### src/rtl/sha256_compress.sv
`default_nettype none
// ============================================================================
// Module      : sha256_compress
// Description : Iterative SHA-256 compression engine. It processes one
//               512-bit block at one round per clock over 64 rounds, and
//               holds the chained hash H0..H7 between blocks.
// Revision    : 1.0 - initial release
// ============================================================================
module sha256_compress #(
   parameter int DATA_WIDTH = 32
) (
   input  logic         clk,
   input  logic         rst_n,
   input  logic         start_i,
   input  logic         init_i,
   input  logic [511:0] block_i,
   output logic         ready_o,
   output logic         done_o,
   output logic [255:0] hash_o
);

   localparam logic [1:0] S_IDLE   = 2'd0;
   localparam logic [1:0] S_ROUND  = 2'd1;
   localparam logic [1:0] S_UPDATE = 2'd2;

   localparam logic [255:0] IV = {
      32'h6a09e667, 32'hbb67ae85, 32'h3c6ef372, 32'ha54ff53a,
      32'h510e527f, 32'h9b05688c, 32'h1f83d9ab, 32'h5be0cd19};

   localparam logic [31:0] K [64] = '{
      32'h428a2f98, 32'h71374491, 32'hb5c0fbcf, 32'he9b5dba5, 32'h3956c25b, 32'h59f111f1, 32'h923f82a4, 32'hab1c5ed5,
      32'hd807aa98, 32'h12835b01, 32'h243185be, 32'h550c7dc3, 32'h72be5d74, 32'h80deb1fe, 32'h9bdc06a7, 32'hc19bf174,
      32'he49b69c1, 32'hefbe4786, 32'h0fc19dc6, 32'h240ca1cc, 32'h2de92c6f, 32'h4a7484aa, 32'h5cb0a9dc, 32'h76f988da,
      32'h983e5152, 32'ha831c66d, 32'hb00327c8, 32'hbf597fc7, 32'hc6e00bf3, 32'hd5a79147, 32'h06ca6351, 32'h14292967,
      32'h27b70a85, 32'h2e1b2138, 32'h4d2c6dfc, 32'h53380d13, 32'h650a7354, 32'h766a0abb, 32'h81c2c92e, 32'h92722c85,
      32'ha2bfe8a1, 32'ha81a664b, 32'hc24b8b70, 32'hc76c51a3, 32'hd192e819, 32'hd6990624, 32'hf40e3585, 32'h106aa070,
      32'h19a4c116, 32'h1e376c08, 32'h2748774c, 32'h34b0bcb5, 32'h391c0cb3, 32'h4ed8aa4a, 32'h5b9cca4f, 32'h682e6ff3,
      32'h748f82ee, 32'h78a5636f, 32'h84c87814, 32'h8cc70208, 32'h90befffa, 32'ha4506ceb, 32'hbef9a3f7, 32'hc67178f2};

   function automatic logic [DATA_WIDTH-1:0] rotr(input logic [DATA_WIDTH-1:0] x, input int n);
      return (x >> n) | (x << (DATA_WIDTH - n));
   endfunction

   logic [1:0]            state_q, state_d;
   logic [5:0]            t_q, t_d;
   logic                  done_q, done_d;
   logic [255:0]          hash_q, hash_d;
   logic [DATA_WIDTH-1:0] a_q, b_q, c_q, d_q, e_q, f_q, g_q, h_q;
   logic [DATA_WIDTH-1:0] a_d, b_d, c_d, d_d, e_d, f_d, g_d, h_d;
   logic [DATA_WIDTH-1:0] w_q [16];
   logic [DATA_WIDTH-1:0] w_d [16];
   logic [DATA_WIDTH-1:0] w_t, t1, t2, sig0, sig1, ch, maj;
   logic [255:0]          start_hv;

   // State register
   always_ff @(posedge clk or negedge rst_n) begin
      if (!rst_n) state_q <= S_IDLE;
      else        state_q <= state_d;
   end

   // Next-state: accept in IDLE, 64 rounds, then one update cycle
   always_comb begin
      state_d = state_q;
      case (state_q)
         S_IDLE:   if (start_i) state_d = S_ROUND;
         S_ROUND:  if (t_q == 6'd63) state_d = S_UPDATE;
         S_UPDATE: state_d = S_IDLE;
         default:  state_d = S_IDLE;
      endcase
   end

   // Outputs: ready whenever idle (including the done cycle)
   always_comb begin
      ready_o = (state_q == S_IDLE);
      done_o  = done_q;
      hash_o  = hash_q;
   end

   // Round datapath and schedule; window rotates for t<16 so that from t=16 on it holds W[t-16..t-1]
   always_comb begin
      w_t  = (t_q < 6'd16) ? w_q[0]
           : (rotr(w_q[14], 17) ^ rotr(w_q[14], 19) ^ (w_q[14] >> 10)) + w_q[9]
           + (rotr(w_q[1], 7) ^ rotr(w_q[1], 18) ^ (w_q[1] >> 3)) + w_q[0];
      sig1 = rotr(e_q, 6) ^ rotr(e_q, 11) ^ rotr(e_q, 25);
      sig0 = rotr(a_q, 2) ^ rotr(a_q, 13) ^ rotr(a_q, 22);
      ch   = (e_q & f_q) ^ (~e_q & g_q);
      maj  = (a_q & b_q) ^ (a_q & c_q) ^ (b_q & c_q);
      t1   = h_q + sig1 + ch + K[t_q] + w_t;
      t2   = sig0 + maj;
      start_hv = init_i ? IV : hash_q;

      t_d = t_q; done_d = 1'b0; hash_d = hash_q;
      a_d = a_q; b_d = b_q; c_d = c_q; d_d = d_q;
      e_d = e_q; f_d = f_q; g_d = g_q; h_d = h_q;
      for (int i = 0; i < 16; i++) w_d[i] = w_q[i];

      case (state_q)
         S_IDLE: begin
            if (start_i) begin
               for (int i = 0; i < 16; i++) w_d[i] = block_i[511 - 32*i -: 32];
               if (init_i) hash_d = IV;
               {a_d, b_d, c_d, d_d, e_d, f_d, g_d, h_d} = start_hv;
               t_d = 6'd0;
            end
         end
         S_ROUND: begin
            for (int i = 0; i < 15; i++) w_d[i] = w_q[i+1];
            w_d[15] = w_t;
            h_d = g_q; g_d = f_q; f_d = e_q; e_d = d_q + t1;
            d_d = c_q; c_d = b_q; b_d = a_q; a_d = t1 + t2;
            t_d = t_q + 6'd1;
         end
         S_UPDATE: begin
            hash_d = {hash_q[255:224] + a_q, hash_q[223:192] + b_q,
                      hash_q[191:160] + c_q, hash_q[159:128] + d_q,
                      hash_q[127:96]  + e_q, hash_q[95:64]   + f_q,
                      hash_q[63:32]   + g_q, hash_q[31:0]    + h_q};
            done_d = 1'b1;
         end
         default: ;
      endcase
   end

   // Datapath registers
   always_ff @(posedge clk or negedge rst_n) begin
      if (!rst_n) begin
         t_q <= '0; done_q <= 1'b0; hash_q <= '0;
         a_q <= '0; b_q <= '0; c_q <= '0; d_q <= '0;
         e_q <= '0; f_q <= '0; g_q <= '0; h_q <= '0;
         for (int i = 0; i < 16; i++) w_q[i] <= '0;
      end else begin
         t_q <= t_d; done_q <= done_d; hash_q <= hash_d;
         a_q <= a_d; b_q <= b_d; c_q <= c_d; d_q <= d_d;
         e_q <= e_d; f_q <= f_d; g_q <= g_d; h_q <= h_d;
         for (int i = 0; i < 16; i++) w_q[i] <= w_d[i];
      end
   end

endmodule
`default_nettype wire
### config.mk
export PLATFORM = sky130hd
export DESIGN_NAME = sha256_compress
export DESIGN_NICKNAME = d
export VERILOG_FILES = /design/src/rtl/sha256_compress.sv
export SDC_FILE = /design/constraint.sdc
export NUM_CORES = 2
export LEC_CHECK = 0
export CAP_MARGIN = 0
export CORE_UTILIZATION = 58
export CTS_BUF_LIST = sky130_fd_sc_hd__clkbuf_16
export DETAILED_ROUTE_END_ITERATION = 6
export PLACE_DENSITY = 0.77
export SLEW_MARGIN = 20
export SYNTH_ARGS = -nofsm -noshare
export SYNTH_HDL_FRONTEND = slang
export SYNTH_SLANG_ARGS = --single-unit
### constraint.sdc
create_clock -name clk -period 10.9 [get_ports clk]
set_clock_uncertainty 0.1 [all_clocks]
set_input_delay 3.27 -clock clk [delete_from_list [all_inputs] [get_ports clk]]
set_output_delay 3.27 -clock clk [all_outputs]
set_load 0.005 [all_outputs]
; After elaboration in Yosys (flattened, before gate mapping)
; Memories as Yosys holds them, arrays and structs flattened.
; Index checks and enable logic that the tools add are counted.
[op_classes]
reduce_logical = 6
n_addsub = 19
n_eq_ne = 5
n_lt_le_gt_ge = 2
n_bitwise = 28
n_mux = 30
[ops]
columns = operator, n
row1 = $pmux W512 S2, 1
row2 = $add A32 B32 Y32, 18
row3 = $mux W256, 2
row4 = $mux W512, 1
row5 = $pmux W256 S2, 1
row6 = $pmux W32 S2, 8
row7 = $mux W32, 11
row8 = $xor A32 B32 Y32, 9
row9 = $and A32 B32 Y32, 5
row10 = $not A32 Y32, 1
row11 = $or A10 B32 Y32, 1
row12 = $or A13 B32 Y32, 1
row13 = $or A14 B32 Y32, 1
row14 = $or A15 B32 Y32, 1
row15 = $or A19 B32 Y32, 1
row16 = $or A21 B32 Y32, 1
row17 = $or A25 B32 Y32, 1
row18 = $or A26 B32 Y32, 1
row19 = $or A30 B32 Y32, 1
row20 = $or A7 B32 Y32, 1
row21 = $xor A32 B22 Y32, 1
row22 = $xor A32 B29 Y32, 1
row23 = $pmux W6 S2, 1
row24 = $ge A7 B7 Y1 const B, 1
row25 = other kinds (14), 19
[word_totals]
out_inout_bits = 258
n_memories = 1
elab_cells = 119
romBits = 2048
input_bits = 516
register_bits = 1033
[mem_list]
columns = name, depth, word_bits, read_ports, rd_clocked_by_memory_dff, wr, line_no
row1 = (name not given), 64, 32, 1, 0, 0, 88  ; t1 = h_q + sig1 + ch + K[t_q] + w_t;

; Longest topological paths before layout
[depth]
ltp_word = 10
depth_mapped = 48
mapped_depth_nobuf = 46

; Worst setup path before layout
; No wires, ideal clock.
[synth_timing]
path_kind = flip-flop to flip-flop
start = register w_q[50] (netlist name)
end = register a_q[30]
setup_slack_ps = 1018
stages_incl_launch_ff = 45
path_buffers = 1
setup_ps = 133
t_required_ps = 10667
t_arrival_ps = 9649
synth_period_minus_slack_ps = 9882
path_cell_list = dfrtp_1 > clkbuf_1 > xor2_1 > xnor2_1 > fa_1 > inv_1 > fa_1 > ha_1 > fa_1 > a211oi_1 > o21ai_0 > nor2_1 > o21ai_0 > a21o_1 > a21o_1 > xor2_1 > mux2i_1 > fa_1 > [... 9 more ...] > inv_1 > a21oi_1 > nor2b_1 > o21a_1 > o41ai_1 > xor2_1 > fa_1 > inv_1 > ha_1 > nor2b_1 > or4_1 > o21ai_0 > a31oi_1 > a41o_1 > o31a_1 > a221oi_1 > xor2_1 > o21ai_0
[synth_via]
elab_chain_cells = 10
[synth_rtl]
columns = item, line_no
row1 = start: declaration, 50  ; logic [DATA_WIDTH-1:0] w_q [16];
row2 = $or A15 B32 Y32, 41  ; return (x >> n) | (x << (DATA_WIDTH - n));
row3 = $xor A32 B32 Y32, 82  ; : (rotr(w_q[14], 17) ^ rotr(w_q[14], 19) ^ (w_q[14] >> 10)) + w_q[9]
row4 = $xor A32 B22 Y32 *, 82
row5 = $add A32 B32 Y32 *, 82
row6 = $add A32 B32 Y32 * (2 in series), 83  ; + (rotr(w_q[1], 7) ^ rotr(w_q[1], 18) ^ (w_q[1] >> 3)) + w_q[0];
row7 = $mux W32 *, 81  ; w_t = (t_q < 6'd16) ? w_q[0]
row8 = $add A32 B32 Y32 *, 88
row9 = $add A32 B32 Y32 *, 110  ; d_d = c_q; c_d = b_q; b_d = a_q; a_d = t1 + t2;
row10 = $pmux W32 S2 *, 97  ; case (state_q)
row11 = end signal: assignment, 128  ; a_q <= '0; b_q <= '0; c_q <= '0; d_q <= '0;
row12 = end signal: assignment, 133  ; a_q <= a_d; b_q <= b_d; c_q <= c_d; d_q <= d_d;
row13 = end: declaration, 48  ; logic [DATA_WIDTH-1:0] a_q, b_q, c_q, d_q, e_q, f_q, g_q, h_q;
; Mark *: on every way between the ends. The rest lies on a longest branch, timed or not.
; A chain may end at the register's enable or synchronous reset.

; Worst setup path in the final report
[layout_timing]
start = register w_q[467] (netlist name)
end = register a_q[31]
[layout_via]
elab_chain_cells = 9
elab_cells_between_ends = 10
cone_classes = 4 x add/sub / 2 x mux / 4 x bitwise
[layout_rtl]
columns = item, line_no
row1 = $or A14 B32 Y32 or $or A25 B32 Y32 (tied branches), 41
row2 = $xor A32 B32 Y32, 83
row3 = $xor A32 B29 Y32 *, 83
row4 = $add A32 B32 Y32 * (2 in series), 83
row5 = $mux W32 *, 81
row6 = $add A32 B32 Y32 *, 88
row7 = $add A32 B32 Y32 *, 110
row8 = $pmux W32 S2 *, 97
; Marked as above.

==> out/results.txt <==
The run finished, with violations left. The final reports fail on DRC. Timing would allow up to 95.1 MHz.

In the final design database the tool counted 10.4k nets. Setup violations remaining at the end of the flow were counted as 0. The share of cells above drive strength 1 was 4.43%; the data arrival time of the worst path was 11030 ps. The area share of the largest cell type after synthesis came out at 35.5%. Summing over every cut layer, the via total after detailed routing is 70.9k. The initial antenna violation count was 41. The y dimension of the die is 356 um. In the finished design, the share of the clock period the worst path needs comes to 96.4%. The flip-flop cell with the highest count after synthesis is dfrtp_1. The worst hold-check path type was flop to flop.

The critical path ends at a_q[31]. After detailed routing, the number of vias per cell comes to 6.44. The slowest stage of the critical path is the xnor2_1 cell. 774 I/O pins were placed. After the first detailed-routing iteration, the DRC count stood at 10.3k.

The die width works out to 356 um. Counting flops with a built-in enable in the synthesized netlist gives 0. The die covers 0.127 mm2.

The congestion estimate from routability-driven global placement came to 1.04. After global routing the overflow that remains totals 0. Counting buffers and inverters, the worst setup path is 39 cells deep. TritonCTS built the clock tree. Headroom to the max-slew limit came out at 15.7%. The post-synthesis cell count is 8821.

In this run the critical register-to-register path is launched from w_q[467]. By count the netlist is led by 1450 x nand2_1, 1033 x dfrtp_1, 892 x nor2_1. After detailed placement, the total cell area comes to 0.0815 mm2. After legalization and detailed placement, the total HPWL measured 222000 um.

The number of warning messages in the yosys log was 0. The maximum number of buffers from clock root to sink is 3, and the pin count of the biggest net entering global routing is 239. Clock transition time at the flip-flop clock pins of the worst setup and hold paths: 70 ps. The kind of end point of the critical path was a flop.

The count of final hold-check violations was 0; the maximum single-stage delay on the critical path was 820 ps. The synthesized design spends more area on one cell type than any other, namely dfrtp_1. The tightest hold path in the finished design has a slack of 391 ps. For the worst-skew pair, the clock arrives at the later sink with an insertion delay of 780 ps. The maximum net fanout on the critical path is 9, and the minimum setup slack among reg-to-reg paths is 390 ps.

Leading cell type by number of instances after synthesis: nand2_1. For this configuration, the core starts out at a cell density of 58.7%. Gate family responsible for the most delay along the worst path: compound AO/OA/AOI/OAI gates.

Number of violations of the max-capacitance limit: 0. After routing the design area is 0.0855 mm2. The fraction of registers with async set/reset works out to 100%. The number of port buffers is 773. The H-tree generated during clock tree synthesis spans 3 levels. The number of global-route vias before repair is 66.2k, and the clock net sink count is 1033.

The critical path starts at w_q[467]. The synthesized area was 0.0729 mm2. Ranked by total cell area, the synthesized netlist is headed by dfrtp_1 35%, nand2_1 7.5%, ha_1 7.0%. The average instance in the mapped netlist occupies 8.26 um2.

The final layout contains routed wiring with a total length of 298000 um. Relative to the synthesized area, the layout overhead comes to 17.4%. The first global-routing pass estimated 430000 um of wire.

Row generation in the floorplan step produced 129 rows. CTS placed an instance of clkbuf_16 at the clock tree root. Number of detailed-route iterations in the first pass: 7. At the worst endpoint, the required time is 11410 ps. The number of synthesized register bits came out at 1033. In this run the remaining antenna-violating nets after routing total 0. The worst reg-to-reg path cell count is 39, and the wire length per cell is 27.0 um. The worst register-to-register path ends at a_q[31]. The category of the critical setup timing path is flop to flop. The run gives 9941 as the net count of the mapped netlist. Of the synthesized area, sequential elements account for 35.5%. The final critical path time including I/O delays and setup is 10510 ps, and the total routing resource utilization after global routing is 45.6%. For the distinct cell type count of the synthesized netlist, the log shows 85. The detailed-route DRC error count came out at 7. The run gives 0 as the number of slew-limit violations in the final report.

In this run, CTS created clock tree buffers numbering 115. The core region area was 0.124 mm2. The kind of launch point of the worst setup path is a flop.

Together, buffers and inverters on the worst path number 7. For the pin with the worst max-slew slack, the measured transition is 1250 ps.
[final cells by class]
cell class                      count  area [um2]
Clock inverter                     99         906
Multi-Input combinational cell   6687       43000
Fill cell                        9905       38600
Tap cell                         1637        2050
Inverter                          495        1860
Clock buffer                      115        2880
Sequential cell                  1033       25900
Timing Repair Buffer              901        8850
Antenna cell                       39        97.6
[routing by layer]
| layer | vias up | global-route usage, % | part of all wire, % |
|---|---|---|---|
| met5 | - | 0 | 0.013 |
| met4 | 6 | 24.7 | 6.0 |
| met3 | 888 | 15.5 | 13 |
| met2 | 4441 | 65.0 | 42 |
| met1 | 34300 | 61.0 | 38 |
| li1 | 31200 | - | - |
[layout by cell type, fill, tap and decap left out, types with 161 or more instances in the layout]
cell / synthesis / layout
dfrtp_1: 1033 / 1029
o21ai_0: 476 / 468
nor2_1: 892 / 888
xor2_1: 264 / 263
clkdlybuf4s50_1: 0 / 771
a21oi_1: 604 / 597
ha_1: 407 / 407
fa_1: 197 / 196
a21o_1: 220 / 220
inv_1: 494 / 513
a31oi_1: 526 / 526
nor3_1: 161 / 161
nand2_1: 1450 / 1446
xnor2_1: 308 / 305
[what timing repair did]
action	4_1_cts	5_1_grt
hold buffers	0	0
cloned	0	0
pin swaps	0	4
buffers inserted	0	2
hold endpoints to repair	0	0
endpoints found under the setup margin	1	7
resized for setup	2	21
[flip-flops by register name, summed over array words and instances, names as in the netlist]
register,flops
w_q,512
hash_o,256
a_q,32
b_q,32
c_q,32
d_q,32
e_q,32
f_q,32
g_q,32
h_q,32
t_q,6
state_q,2
done_o,1
[per-stage QoR]
step	setup slack [ps]	std cells	utilization, %	TNS [ps]
floorplan	1020	8821	-	0
global placement	194	10800	65.7	0
detailed placement	-33.4	10800	65.7	-33.4
CTS	73.0	11000	68.8	0
global route	-3.42	11000	68.9	-3.42
finish	388	11000	68.9	0
[cells by family (layout without fill, tap and decap cells)]
logic type | after synthesis | in the layout | share of synthesized area, %
buf+inv | 1101 | 1610 | 5.68
fa+ha+maj | 609 | 609 | 12.5
simple gates | 2994 | 2994 | 17.5
compound gates | 2454 | 2454 | 21.0
xor+xnor | 574 | 574 | 6.94
flops | 1033 | 1033 | 35.5
other cells | 0 | 39 | 0
mux | 56 | 56 | 0.907
[how the worst min path moves through the flow]
stage | startpoint | end | slack (ps) | cells after the start
after floorplan | w_q[23] | w_q[23] | 350 | 1
after global placement | w_q[23] | w_q[23] | 370 | 1
after detailed placement | w_q[17] | w_q[17] | 370 | 2
after CTS | w_q[17] | w_q[17] | 390 | 2
after global routing | w_q[22] | w_q[22] | 410 | 2
final | w_q[17] | w_q[17] | 390 | 2
[tightest hold or removal path, delay by kind of cell, from the launching register on]
family,cells,cell delay (ps)
flops,1,340
compound gates,1,70
simple gates,1,40
Power is not shown: default switching activity piles up to over one toggle a cycle in this logic, so the estimate is an artifact.
